==> src/rtl/regfile_rr_scheduler.sv <==
// regfile_rr_scheduler
// A 32x32 register file shared by NREQ requesters through a round-robin
// arbiter. Each edge grants at most one requester one access, either a read
// or a write. The round-robin pointer moves to the slot after the winner.
// A requester granted on the previous edge is masked for one edge, so a
// held req cannot win twice in a row.

module regfile_rr_scheduler #(
    parameter int NREQ   = 4,
    parameter int DATA_W = 32,
    parameter int ADDR_W = 5,
    parameter int ID_W   = 2
) (
    input  logic                     clk,
    input  logic                     reset,
    input  logic [NREQ-1:0]          req,
    input  logic [NREQ-1:0]          we,
    input  logic [NREQ*ADDR_W-1:0]   addr,
    input  logic [NREQ*DATA_W-1:0]   wdata,
    output logic [NREQ-1:0]          gnt,
    output logic                     rvalid,
    output logic [DATA_W-1:0]        rdata,
    output logic [ID_W-1:0]          rid,
    output logic                     busy
);

    localparam int NREGS = 1 << ADDR_W;

    // Register storage and arbitration state
    logic [DATA_W-1:0] regs [NREGS];
    logic [ID_W-1:0]   ptr;

    // Per-requester views of the packed address and data buses
    logic [ADDR_W-1:0] addr_arr  [NREQ];
    logic [DATA_W-1:0] wdata_arr [NREQ];

    // Arbitration results
    logic [NREQ-1:0]   elig;
    logic              win_found;
    logic [ID_W-1:0]   win_idx;
    logic [ID_W-1:0]   cand;
    logic [ADDR_W-1:0] win_addr;
    logic [DATA_W-1:0] win_wdata;
    logic              win_we;

    // Split the flat request buses into per-requester fields
    for (genvar i = 0; i < NREQ; i++) begin : g_unpack
        assign addr_arr[i]  = addr[i*ADDR_W +: ADDR_W];
        assign wdata_arr[i] = wdata[i*DATA_W +: DATA_W];
    end

    // busy is the only combinational output
    assign busy = |req;

    // A requester granted on the previous edge sits out this edge
    assign elig = req & ~gnt;

    // Round-robin search: first eligible index starting at ptr, wrapping
    // naturally because NREQ is a power of two and cand is ID_W bits wide
    always_comb begin
        // NOTE: every output of this block gets a default before the loop
        // so no path leaves a value unassigned and no latch is inferred.
        win_found = 1'b0;
        win_idx   = '0;
        cand      = '0;
        for (int k = 0; k < NREQ; k++) begin
            cand = ptr + ID_W'(k);
            if (!win_found && elig[cand]) begin
                win_found = 1'b1;
                win_idx   = cand;
            end
        end
    end

    // Route the winner's access fields onto the shared datapath
    always_comb begin
        win_addr  = addr_arr[win_idx];
        win_wdata = wdata_arr[win_idx];
        win_we    = we[win_idx];
    end

    // Register file write port; reset clears every entry
    always_ff @(posedge clk or posedge reset) begin
        if (reset) begin
            // NOTE: the register file is reset explicitly because register
            // contents must read as zero after reset. That rules out a
            // RAM macro, which is acceptable at 32 entries.
            for (int r = 0; r < NREGS; r++) begin
                regs[r] <= '0;
            end
        end else if (win_found && win_we) begin
            regs[win_addr] <= win_wdata;
        end
    end

    // Grant, read-return and pointer registers
    always_ff @(posedge clk or posedge reset) begin
        if (reset) begin
            gnt    <= '0;
            rvalid <= 1'b0;
            rdata  <= '0;
            rid    <= '0;
            ptr    <= '0;
        end else if (win_found) begin
            // NOTE: non-blocking assignments here let rdata capture the
            // pre-edge register value in the same edge as the pointer and
            // grant update, independent of statement order.
            gnt <= NREQ'(1) << win_idx;
            rid <= win_idx;
            ptr <= win_idx + ID_W'(1);
            if (win_we) begin
                rvalid <= 1'b0;
            end else begin
                rvalid <= 1'b1;
                rdata  <= regs[win_addr];
            end
        end else begin
            gnt    <= '0;
            rvalid <= 1'b0;
        end
    end

    // Structural invariants of the grant interface
    a_gnt_onehot0 : assert property (@(posedge clk) disable iff (reset)
        $onehot0(gnt));
    a_rvalid_has_gnt : assert property (@(posedge clk) disable iff (reset)
        rvalid |-> (gnt != '0));

endmodule

==> config.mk <==
export PLATFORM = sky130hd
export DESIGN_NAME = regfile_rr_scheduler
export DESIGN_NICKNAME = d
export VERILOG_FILES = /design/src/rtl/regfile_rr_scheduler.sv
export SDC_FILE = /design/constraint.sdc
export NUM_CORES = 2
export LEC_CHECK = 0
export CAP_MARGIN = 20
export CORE_MARGIN = 2
export CORE_UTILIZATION = 45
export DETAILED_ROUTE_END_ITERATION = 8
export PLACE_DENSITY_LB_ADDON = 0.2
export SYNTH_ARGS = -nofsm -noshare
export SYNTH_HDL_FRONTEND = slang
export SYNTH_SLANG_ARGS = --single-unit
==> constraint.sdc <==
create_clock -name clk -period 73.1 [get_ports clk]
set_input_delay 14.62 -clock clk [delete_from_list [all_inputs] [get_ports clk]]
set_output_delay 14.62 -clock clk [all_outputs]
set_load 0.01 [all_outputs]
==> key figures <==
Pwr
  – Power Density: roughly 55 nW/um2
  – LEAKAGE: between 20 and 25 nW
  – P_sw: between 1 and 1.5 mW
  – Seq pwr share: around a third
  – Switching Fraction: 43.54%
  – Tot Pwr: approximately 3 mW
  – Pint: ~1.7 mW
  – Gate power share: 47.6%
  – Worst VDD drop: about 42 uV
  – Clock Power Share: 19.5%

Layout
  – Fillcell total: around 9500
  – Layout area overhead: 14.75%
  – Multi-input combinational cell area: around 19000 um2
  – Layout cell share with drive strength beyond 1: 11.08%
  – Final-stage net count: around 4800
  – Most common cell after layout, fill and taps aside: nand2_1
  – Fin area: ~54000 um2
  – Storage cell area: roughly 27000 um2
  – Finished Layout Cells: 6127
  – # diodes: 0
  – Commonest cells after routing, fill and taps aside: nand2_1, dfrtp_1, o21ai_0
  – Post-layout util: between 50% and 60%

Global routing
  – Largest net degree at the start of global routing: 181
  – First-pass GRT wire length: 228200 um
  – Vias in the first global route: approximately 34000
  – Total track usage: 28.49%
  – Grt ovf: 0
  – Initial antenna violation count: 4

Worst setup path
  – Worst Path Buf+Inv: 2
  – Critical R2R Launch: gnt[3]$_DFF_PP0_
  – Max FO, Critical Path: 3
  – Worst setup SP type: input pin
  – Largest delay share family, worst path: buffers and inverters
  – Worst EP required: ~58 ns
  – Setup crit end kind: output pin
  – Crit path largest cell delay: around 0.53 ns
  – Slowest stage cell, crit path: or4_1
  – Crit path from: req[1]
  – Worst path arrival time: between 15 and 20 ns
  – Critical path class: in -> out
  – CP cell instances: clkdlybuf4s50_1 -> or4_1 -> clkdlybuf4s50_1
  – Cell mode on critical path: clkdlybuf4s50_1
  – R2R setup slack: about 67 ns

Drt
  – DRC viols: 0
  – Initial DRT Pass Iterations: 5
  – Vias: roughly 35000
  – Wirelength per Cell: 24.66 um
  – Initial DRC count: roughly 3400
  – DRT Wirelength: 151100 um
  – Vias per cell: between 5 and 6
  – Final ANT Viol Nets: 0

CTS
  – CTS Sinks: around 1100
  – Total CTS buffers: 106
  – Clock Tree Root: clkbuf_16
  – CTS hold repair buffers: 0
  – CTS H-tree depth: 3
  – Worst-case clock buffer depth: 3
  – Clk Latency, worst-skew pair: ~0.7 ns
  – Postcts setup bufs: 0
  – CTS tree: yes
  – CTS resizes: 0
  – Clk slew on worst S/H paths: 0.06 ns

Floorplan
  – DIE HEIGHT: about 330 um
  – Core area: 103600 um2
  – # IOs: around 200
  – Row cnt: 118
  – DIE AREA: ~110000 um2
  – Die width: roughly 330 um
  – Initial Util: a little under half

Synth
  – Mapped Nets: between 4000 and 5000
  – Syn avg cell area: about 10 um2
  – Post-synthesis sequential area ratio: between 50 and 60%
  – Predominant post-synthesis flop cell: dfrtp_1
  – Synth warn: 0
  – Synthesized cell area: 47110 um2
  – Yosys cell types: 71
  – Synth Register Bits: about 1100
  – Fraction of registers with async set/reset: 100.0%
  – Number of synthesized flops with an enable pin: 0
  – Synth Instances: ~4700

STA
  – Relative slew slack: 23.94%
  – Highest Clock Rate: 32.51 MHz
  – Endpoints failing setup: 0
  – Setup WS post-layout: about 42 ns
  – Final worst path period need: 30.76 ns
  – Clock skew: 0.01899 ns
  – Worst Tran Pin Value: ~1.1 ns
  – Final Max Slew Viols: 0
  – Final worst-path cycle share: approximately 42%
  – Final hold vios: 0
  – Tightest hold margin: around 0.47 ns
  – Unrepaired setup endpoints after global routing: false
  – Total negative slack: 0 ns

Placed design
  – Area after DPL: ~50000 um2
  – Place WS: 42.37 ns
  – Final HPWL from detailed placement: around 85000 um
  – Routability cong.: ~0.82
  – Placed insts: just under 6000
  – Port bufs: approximately 200

Outcome
  – Status: complete, no violations

Hold path
  – HP Class: reg -> reg
  – Worst min-delay path startpoint: regs[818]$_DFFE_PP0P_

Job
  – Max-Cap Viols: 0
[final cells by class]
class                   count  share of cell area (%)
flip-flops and latches   1065                   49.31
well taps                1380                   3.194
inverters                   8                 0.06944
repair buffers            293                   5.444
clock buffers             161                   5.905
clock inverters            32                  0.9097
multi-input cells        3188                   35.17
[metal layers]
metal	vias to the layer above	track usage [%]	wire, um
li1	16166	-	-
met5	-	0	25
met1	17839	40.44	66400
met3	242	3.839	8724
met2	1052	46.17	71690
met4	4	7.918	4268
[tightest hold or removal path: stages, from the launching register on]
cell and delay, ns:
dfrtp_1 0.34, nand2_1 0.04, o21ai_0 0.06
[sequential cells by signal (all words and copies together), names as in the netlist]
signal / count
rvalid: 1
rdata: 32
ptr: 2
rid: 2
gnt: 4
regs: 1024
[cell usage after synthesis (all sizes together), types with 10 or more instances]
cell type | count | area share, %
a22oi | 34 | 0.55
o221ai | 13 | 0.25
a31oi | 14 | 0.19
a22o | 31 | 0.58
nor2 | 41 | 0.34
o32a | 10 | 0.21
nand3 | 118 | 1.5
a221oi | 12 | 0.22
a21oi | 53 | 0.56
nor3 | 11 | 0.19
mux2 | 18 | 0.43
o21ai | 1030 | 11
o22ai | 17 | 0.28
nand2 | 1407 | 11
mux2i | 87 | 1.8
nor4 | 13 | 0.19
buf | 96 | 1.2
dfrtp | 1065 | 57
clkbuf | 326 | 2.6
mux4 | 169 | 8.1
[final timing paths]
check	to	depth (start not counted)
max in group asynchronous	regs[384]$_DFFE_PP0P_	7
min in group asynchronous	regs[821]$_DFFE_PP0P_	2
setup reg to reg	rdata[8]$_DFFE_PP0P_	14
hold / removal	regs[818]$_DFFE_PP0P_	2
hold reg to reg	regs[818]$_DFFE_PP0P_	2
setup / recovery	busy	3
[power groups by stage]
stage	Sequential, mW	Combinational [mW]	Clock, mW
2_1_floorplan	0.947	0.933	0
3_3_place_gp	0.967	1.35	0
5_1_grt	0.997	1.53	0.606
4_1_cts	0.968	1.38	0.583
6_report	0.970	1.41	0.577
3_5_place_dp	0.978	1.38	0
[logic make-up (layout without fill, tap and decap cells)]
kind of cell,count (synthesis),in the layout,synth area share (%)
DFF,1065,1065,56.58
and+or+nand+nor,1627,1627,13.91
buffers and inverters,430,494,3.894
adders and majority gates,4,4,0.1063
AOI/OAI and AO/OA,1283,1283,15.15
muxes,274,274,10.36
Note: power is estimated with default switching activity, not from simulation.
